## config.mk

```make
export PLATFORM = sky130hd
export DESIGN_NAME = sdram_frame_fetcher
export DESIGN_NICKNAME = d
export VERILOG_FILES = /design/src/rtl/sdram_frame_fetcher_pkg.sv /design/src/rtl/sdram_frame_fetcher_vsync_edge_sync.sv /design/src/rtl/sdram_frame_fetcher.sv
export SDC_FILE = /design/constraint.sdc
export NUM_CORES = 1
export LEC_CHECK = 0
export ABC_AREA = 1
export CAP_MARGIN = 20
export CORE_ASPECT_RATIO = 0.5
export CORE_MARGIN = 5
export CORE_UTILIZATION = 43
export CTS_CLUSTER_DIAMETER = 120
export CTS_CLUSTER_SIZE = 12
export DETAILED_ROUTE_END_ITERATION = 16
export GPL_TIMING_DRIVEN = 0
export PLACE_DENSITY = 0.81
export SLEW_MARGIN = 20
export SYNTH_ARGS = -nofsm -noshare
export SYNTH_HDL_FRONTEND = slang
export SYNTH_SLANG_ARGS = --single-unit
```

## constraint.sdc

```tcl
create_clock -name clk_sdram -period 1.5 [get_ports clk_sdram]
set_input_delay 0.45 -clock clk_sdram [delete_from_list [all_inputs] [get_ports clk_sdram]]
set_output_delay 0.45 -clock clk_sdram [all_outputs]
set_load 0.005 [all_outputs]
```

## src/rtl/sdram_frame_fetcher_pkg.sv

```systemverilog
// Shared types and constants for the SDRAM frame fetcher and the VGA display path.
package frame_fetch_pkg;

    typedef enum logic [2:0] {
        ST_IDLE,
        ST_FLUSH,
        ST_WAIT_ROOM,
        ST_REQ,
        ST_RECV,
        ST_DRAIN,
        ST_DONE
    } fetch_state_t;

    // Pixel count of one frame; used to size counters and detect frame end.
    function automatic int frame_pixels(input int img_width, input int img_height);
        return img_width * img_height;
    endfunction

    localparam int DEFAULT_IMG_WIDTH  = 320;
    localparam int DEFAULT_IMG_HEIGHT = 240;
    localparam int FRAME_PIXELS       = frame_pixels(DEFAULT_IMG_WIDTH, DEFAULT_IMG_HEIGHT);

    // 640x480@60 timing, shared with the display controller.
    localparam int VGA_H_VISIBLE = 640;
    localparam int VGA_H_FRONT   = 16;
    localparam int VGA_H_SYNC    = 96;
    localparam int VGA_H_BACK    = 48;
    localparam int VGA_V_VISIBLE = 480;
    localparam int VGA_V_FRONT   = 10;
    localparam int VGA_V_SYNC    = 2;
    localparam int VGA_V_BACK    = 33;

endpackage

```

## src/rtl/sdram_frame_fetcher_vsync_edge_sync.sv

```systemverilog
// Brings the VGA-domain vsync into the SDRAM domain and emits a one-cycle
// pulse on its falling (active) edge.
module vsync_edge_sync (
    input  logic clk_sdram,
    input  logic rst,
    input  logic async_in,
    output logic fall_pulse
);

    // [0],[1] are the metastability stages; [2] is the previous synced value.
    logic [2:0] sync_q;
    logic [2:0] sync_d;

    // Shift the input through the synchronizer chain.
    always_comb begin
        sync_d = {sync_q[1:0], async_in};
    end

    // Chain resets to the inactive (high) level so reset never looks like an edge.
    always_ff @(posedge clk_sdram or posedge rst) begin
        if (rst) begin
            sync_q <= 3'b111;
        end else begin
            sync_q <= sync_d;
        end
    end

    assign fall_pulse = sync_q[2] & ~sync_q[1];

endmodule

```

## src/rtl/sdram_frame_fetcher.sv

```systemverilog
// Streams one frame from SDRAM into the pixel FIFO in fixed bursts,
// throttled on FIFO level and restarted on every VGA vsync.
module sdram_frame_fetcher
    import frame_fetch_pkg::*;
#(
    parameter int          IMG_WIDTH  = 320,
    parameter int          IMG_HEIGHT = 240,
    parameter int          BURST_LEN  = 8,
    parameter int          ADDR_W     = 24,
    parameter int unsigned BASE_ADDR  = 0
) (
    input  logic              clk_sdram,
    input  logic              rst,
    input  logic              vga_vsync,
    output logic              rd_req,
    output logic [ADDR_W-1:0] rd_addr,
    input  logic              rd_ack,
    input  logic [15:0]       rd_data,
    input  logic              rd_data_valid,
    output logic              fifo_write_enable,
    output logic [15:0]       fifo_write_data,
    input  logic              fifo_full,
    input  logic              fifo_half_full,
    output logic              fifo_flush,
    output logic              frame_done,
    output logic              overflow
);

    localparam int FRAME_PX = frame_pixels(IMG_WIDTH, IMG_HEIGHT);
    localparam int PIX_W    = $clog2(FRAME_PX + 1);
    localparam int BEAT_W   = $clog2(BURST_LEN);

    fetch_state_t      state_q, state_d;
    logic [PIX_W-1:0]  pixel_count_q, pixel_count_d;
    logic [BEAT_W-1:0] beat_count_q, beat_count_d;
    logic              restart_pending_q, restart_pending_d;
    logic              wr_en_q, wr_en_d;
    logic [15:0]       wr_data_q, wr_data_d;
    logic              overflow_q, overflow_d;
    logic              new_frame;
    logic              last_beat;

    vsync_edge_sync u_vsync_sync (
        .clk_sdram (clk_sdram),
        .rst       (rst),
        .async_in  (vga_vsync),
        .fall_pulse(new_frame)
    );

    assign last_beat = (beat_count_q == BEAT_W'(BURST_LEN - 1));

    // Next-state and datapath updates; a restart always funnels through FLUSH
    // so the FIFO never holds pixels from two different frame starts.
    always_comb begin
        state_d           = state_q;
        pixel_count_d     = pixel_count_q;
        beat_count_d      = beat_count_q;
        restart_pending_d = restart_pending_q;
        wr_en_d           = 1'b0;
        wr_data_d         = wr_data_q;
        overflow_d        = overflow_q;
        case (state_q)
            ST_IDLE: begin
                if (new_frame) state_d = ST_FLUSH;
            end
            ST_FLUSH: begin
                pixel_count_d     = '0;
                restart_pending_d = 1'b0;
                state_d           = ST_WAIT_ROOM;
            end
            ST_WAIT_ROOM: begin
                if (new_frame)                               state_d = ST_FLUSH;
                else if (pixel_count_q == PIX_W'(FRAME_PX)) state_d = ST_DONE;
                else if (!fifo_half_full)                    state_d = ST_REQ;
            end
            ST_REQ: begin
                // A request cannot be withdrawn, so a restart here waits for
                // the burst and discards it.
                if (new_frame) restart_pending_d = 1'b1;
                if (rd_ack) begin
                    beat_count_d = '0;
                    state_d      = restart_pending_d ? ST_DRAIN : ST_RECV;
                end
            end
            ST_RECV: begin
                if (rd_data_valid) begin
                    beat_count_d = beat_count_q + BEAT_W'(1);
                    if (fifo_full) begin
                        overflow_d = 1'b1;
                    end else if (!new_frame) begin
                        wr_en_d   = 1'b1;
                        wr_data_d = rd_data;
                    end
                end
                if (rd_data_valid && last_beat) begin
                    if (new_frame) begin
                        state_d = ST_FLUSH;
                    end else begin
                        pixel_count_d = pixel_count_q + PIX_W'(BURST_LEN);
                        state_d       = ST_WAIT_ROOM;
                    end
                end else if (new_frame) begin
                    state_d = ST_DRAIN;
                end
            end
            ST_DRAIN: begin
                if (rd_data_valid) begin
                    beat_count_d = beat_count_q + BEAT_W'(1);
                    if (last_beat) state_d = ST_FLUSH;
                end
            end
            ST_DONE: begin
                if (new_frame) state_d = ST_FLUSH;
            end
            default: state_d = ST_IDLE;
        endcase
    end

    // State, counters and registered FIFO write port; reset aborts any burst.
    always_ff @(posedge clk_sdram or posedge rst) begin
        if (rst) begin
            state_q           <= ST_IDLE;
            pixel_count_q     <= '0;
            beat_count_q      <= '0;
            restart_pending_q <= 1'b0;
            wr_en_q           <= 1'b0;
            wr_data_q         <= '0;
            overflow_q        <= 1'b0;
        end else begin
            state_q           <= state_d;
            pixel_count_q     <= pixel_count_d;
            beat_count_q      <= beat_count_d;
            restart_pending_q <= restart_pending_d;
            wr_en_q           <= wr_en_d;
            wr_data_q         <= wr_data_d;
            overflow_q        <= overflow_d;
        end
    end

    assign rd_req            = (state_q == ST_REQ);
    assign rd_addr           = rd_req ? (ADDR_W'(BASE_ADDR) + ADDR_W'(pixel_count_q)) : '0;
    assign fifo_flush        = (state_q == ST_FLUSH);
    assign frame_done        = (state_q == ST_DONE);
    assign fifo_write_enable = wr_en_q;
    assign fifo_write_data   = wr_data_q;
    assign overflow          = overflow_q;

endmodule

```

==> impl_metrics.prom <==
# TYPE chip_impl_metric gauge
chip_impl_metric{name="worst_path_max_stage_delay",unit="ns"} 0.44
chip_impl_metric{name="port_buffers",unit=""} 57
chip_impl_metric{name="numCtsBuffers",unit=""} 5
chip_impl_metric{name="globalRoute.totalOverflow",unit=""} 0
chip_impl_metric{name="cts_sinks",unit=""} 42
chip_impl_metric{name="placeableCoreArea",unit="sq um"} 5490
chip_impl_metric{name="floorplan.die_area",unit="sq um"} 7380
chip_impl_metric{name="power.static_leakage",unit="nW"} 1.99
chip_impl_metric{name="setup_viol",unit=""} 51
chip_impl_metric{name="global_route_wire_length_before_repair",unit="um"} 12200
chip_impl_metric{name="placed_cells",unit=""} 455
chip_impl_metric{name="final.period_utilization",unit="%"} 119
chip_impl_metric{name="ys.warnings.count",unit=""} 0
chip_impl_metric{name="die_h",unit="um"} 63.3
chip_impl_metric{name="final_cell_count_no_fill",unit=""} 500
chip_impl_metric{name="required_time_of_the_critical_path",unit="ns"} 1.05
chip_impl_metric{name="postSynthRegisterBits",unit=""} 42
chip_impl_metric{name="rows",unit=""} 19
chip_impl_metric{name="drt_iter0_drc",unit=""} 162
chip_impl_metric{name="max_cap_viol_count",unit=""} 0
chip_impl_metric{name="pwr_density_cell",unit="nW/um^2"} 1420
chip_impl_metric{name="h-tree-depth",unit=""} 2
chip_impl_metric{name="insertedDiodeCount",unit=""} 0
chip_impl_metric{name="layout_setup_ws",unit="ns"} -0.280
chip_impl_metric{name="place.detailed.hpwl",unit="um"} 4170
chip_impl_metric{name="fmax",unit="MHz"} 562
chip_impl_info{name="timing.critical_path.cells",value="clkinv_4, nand3_4, buf_8, nor2_4, buf_2"} 1
chip_impl_metric{name="finalHoldViolCount",unit=""} 0
chip_impl_metric{name="postSynthAreaPerCell",unit="sq um"} 7.75
chip_impl_metric{name="min_delay_path_depth",unit=""} 0
chip_impl_info{name="rsz0062_at_grt",value="yes"} 1
chip_impl_info{name="crit_path_top_delay_cell",value="dfrtp_2"} 1
chip_impl_metric{name="overall_global_routing_resource_usage",unit="%"} 20.8
chip_impl_metric{name="clk_transition_reported_paths",unit="ns"} 0.06
chip_impl_metric{name="postRouteWirelength",unit="um"} 8730
chip_impl_info{name="hold_crit_class",value="register to register"} 1
chip_impl_metric{name="wl_per_cell",unit="um"} 17.5
chip_impl_metric{name="r2r_setup_slack",unit="ns"} -0.24
chip_impl_metric{name="ratio_of_cells_with_drive_above_1_in_the_final_layout",unit="%"} 47.1
chip_impl_info{name="violations_in_the_final_reports",value="negative setup slack"} 1
chip_impl_info{name="clk_root_buffer_cell",value="clkbuf_16"} 1
chip_impl_metric{name="vias_per_cell",unit=""} 5.28
chip_impl_metric{name="firstDrtPassIters",unit=""} 5
chip_impl_metric{name="grt_antenna_before_repair",unit=""} 0
chip_impl_metric{name="layout-area-overhead-vs-synth",unit="%"} 65.1
chip_impl_metric{name="count_of_pins_over_their_slew_limit",unit=""} 0
chip_impl_metric{name="syn-cell-area",unit="sq um"} 2440
chip_impl_metric{name="detail-route-antenna-nets",unit=""} 0
chip_impl_metric{name="reg2reg_depth",unit=""} 10
chip_impl_metric{name="utilization",unit="%"} 73.4
chip_impl_metric{name="synth-edff-count",unit=""} 0
chip_impl_metric{name="synth_async_sr_flop_share",unit="%"} 100
chip_impl_metric{name="largest_net_degree_at_the_start_of_global_routing",unit=""} 31
chip_impl_metric{name="ir_worst_vdd",unit="V"} 0.000793
chip_impl_info{name="tritoncts",value="yes"} 1
chip_impl_metric{name="fin_nets",unit=""} 452
chip_impl_metric{name="via_count",unit=""} 2641
chip_impl_metric{name="synth_sequential_area_ratio",unit="%"} 43.2
chip_impl_metric{name="timing.critical_path.arrival",unit="ns"} 1.33
chip_impl_metric{name="timing.setup.tns",unit="ns"} -8.20
chip_impl_metric{name="syn-instance-count",unit=""} 315
chip_impl_metric{name="io_pins",unit=""} 68
chip_impl_info{name="synth_top_flop_cell",value="dfrtp_1"} 1
chip_impl_metric{name="final.min_clock_period",unit="ns"} 1.78
chip_impl_metric{name="start_util",unit="%"} 44.5
chip_impl_metric{name="clock_tree.buffer_depth",unit=""} 2
chip_impl_metric{name="finalClockSkew",unit="ns"} 0.00604
chip_impl_info{name="worst_setup_path_end_kind",value="primary output"} 1
chip_impl_metric{name="hold_buffers",unit=""} 0
chip_impl_info{name="timing.setup.critical_path_class",value="register to primary output"} 1
chip_impl_metric{name="clk_latency",unit="ns"} 0.29
chip_impl_metric{name="first_global_vias",unit=""} 2517
chip_impl_metric{name="die_w",unit="um"} 117
chip_impl_metric{name="globalplace.congestion",unit=""} 0.917
chip_impl_info{name="outcome",value="complete, but fails checks"} 1
chip_impl_info{name="critical_path_source_type",value="register"} 1
chip_impl_metric{name="timing.critical_path.fanout_max",unit=""} 6
chip_impl_metric{name="final.hold.worst_slack",unit="ns"} 0.358
chip_impl_metric{name="yosys.cell_types.count",unit=""} 33
chip_impl_metric{name="drc",unit=""} 0
## cells in the mapped netlist (2+ instances only)
master,number,area [sq um]
a21oi_1,3,15.0
buf_4,11,82.6
buf_6,6,67.6
dfrtp_1,39,976
dfstp_2,3,78.8
ha_1,3,37.5
inv_1,47,176
inv_2,2,7.51
nand2_1,78,293
nand2_2,6,37.5
nand3_1,19,95.1
nand4_1,5,31.3
nor2_1,40,150
nor2_2,2,12.5
nor2_4,2,22.5
nor3_1,3,15.0
o21ai_0,16,80.1
o21ai_1,2,10.0
o21ai_2,13,114
xor2_1,2,17.5
## final timing paths
path,start,end
max in group asynchronous,rst,u_vsync_sync.sync_q[2]
hold reg to reg,u_vsync_sync.sync_q[0],u_vsync_sync.sync_q[1]
setup / recovery,state_q[2],rd_addr[8]
hold / removal,u_vsync_sync.sync_q[0],u_vsync_sync.sync_q[1]
setup reg to reg,state_q[1],pixel_count_q[4]
min in group asynchronous,rst,fifo_write_data[9]
## metal layers
metal	up-vias	GRT usage, %	share of wire, %
met5	-	0	0
met4	0	7.73	6.3
met3	61	4.68	8.7
met2	170	35.6	48
met1	1223	25.5	37
li1	1187	-	-
## cells in the final DEF, fill, tap and decap left out, types with 2 or more instances in the layout
| cell | n |
|---|---|
| a21oi_1 | 2 |
| a21oi_2 | 2 |
| buf_12 | 4 |
| buf_2 | 16 |
| buf_4 | 28 |
| buf_6 | 19 |
| buf_8 | 5 |
| clkbuf_16 | 5 |
| clkdlybuf4s50_1 | 21 |
| clkinv_4 | 3 |
| conb_1 | 10 |
| dfrtp_1 | 38 |
| dfstp_2 | 3 |
| dlygate4sd2_1 | 19 |
| inv_1 | 41 |
| inv_2 | 4 |
| inv_4 | 2 |
| nand2_1 | 44 |
| nand2_2 | 23 |
| nand2_4 | 17 |
| nand3_1 | 13 |
| nand3_2 | 6 |
| nand4_1 | 5 |
| nor2_1 | 14 |
| nor2_2 | 13 |
| nor2_4 | 17 |
| nor3_1 | 2 |
| o21ai_0 | 4 |
| o21ai_1 | 7 |
| o21ai_2 | 20 |
| xor2_1 | 2 |
## kinds of logic (layout without fill, tap and decap cells)
family	Yosys count	after routing	share of synthesized area, %
flops	42	42	43.2
other cells	1	10	0.154
buf+inv	69	172	14.6
simple gates	160	160	29.6
xor+xnor	2	2	0.718
fa+ha+maj	3	3	1.54
compound gates	38	38	10.3
## registers in the layout, summed over array words and instances, names as in the netlist
signal	cells
state_q	3
beat_count_q	3
fifo_write_data	16
restart_pending_q	1
overflow	1
u_vsync_sync.sync_q	3
pixel_count_q	14
fifo_write_enable	1
## power by group
group | switching, mW | internal, mW
registers | 0.174 | 1.43
clock network | 0.464 | 0.616
logic | 1.61 | 1.43
total | 2.24 | 3.47
## what timing repair did
action / 4_1_cts / 5_1_grt
endpoints found under the hold margin: 0 / 0
endpoints found under the setup margin: 65 / 55
buffers inserted: 29 / 11
gates cloned: 4 / 0
pin swaps: 8 / 22
gates resized for setup: 159 / 101
## stage by stage
step,setup slack [ns],area [sq um],total power [mW]
after floorplan,-0.0139,2480,2.72
after global placement,-0.861,3140,3.51
after detailed placement,-0.639,3160,3.54
after CTS,-0.268,3730,5.10
after global routing,-0.336,4030,6.00
final,-0.280,4030,5.72
## worst max-delay path, delay by kind of cell, from the launching register on
family,cells,cell delay (ns)
buffers and inverters,3,0.38
DFF,1,0.44
and+or+nand+nor,2,0.21
## area by class of cell
cell class,count,area [sq um]
clock buffer,5,125
tap,73,91.3
inverter,51,219
buffer,15,144
fill,339,1460
sequential,42,1060
timing repair buffer,98,902
multi-input combinational,213,1470
clock inverter,3,21.3
Power figures use the tool's default switching activity.
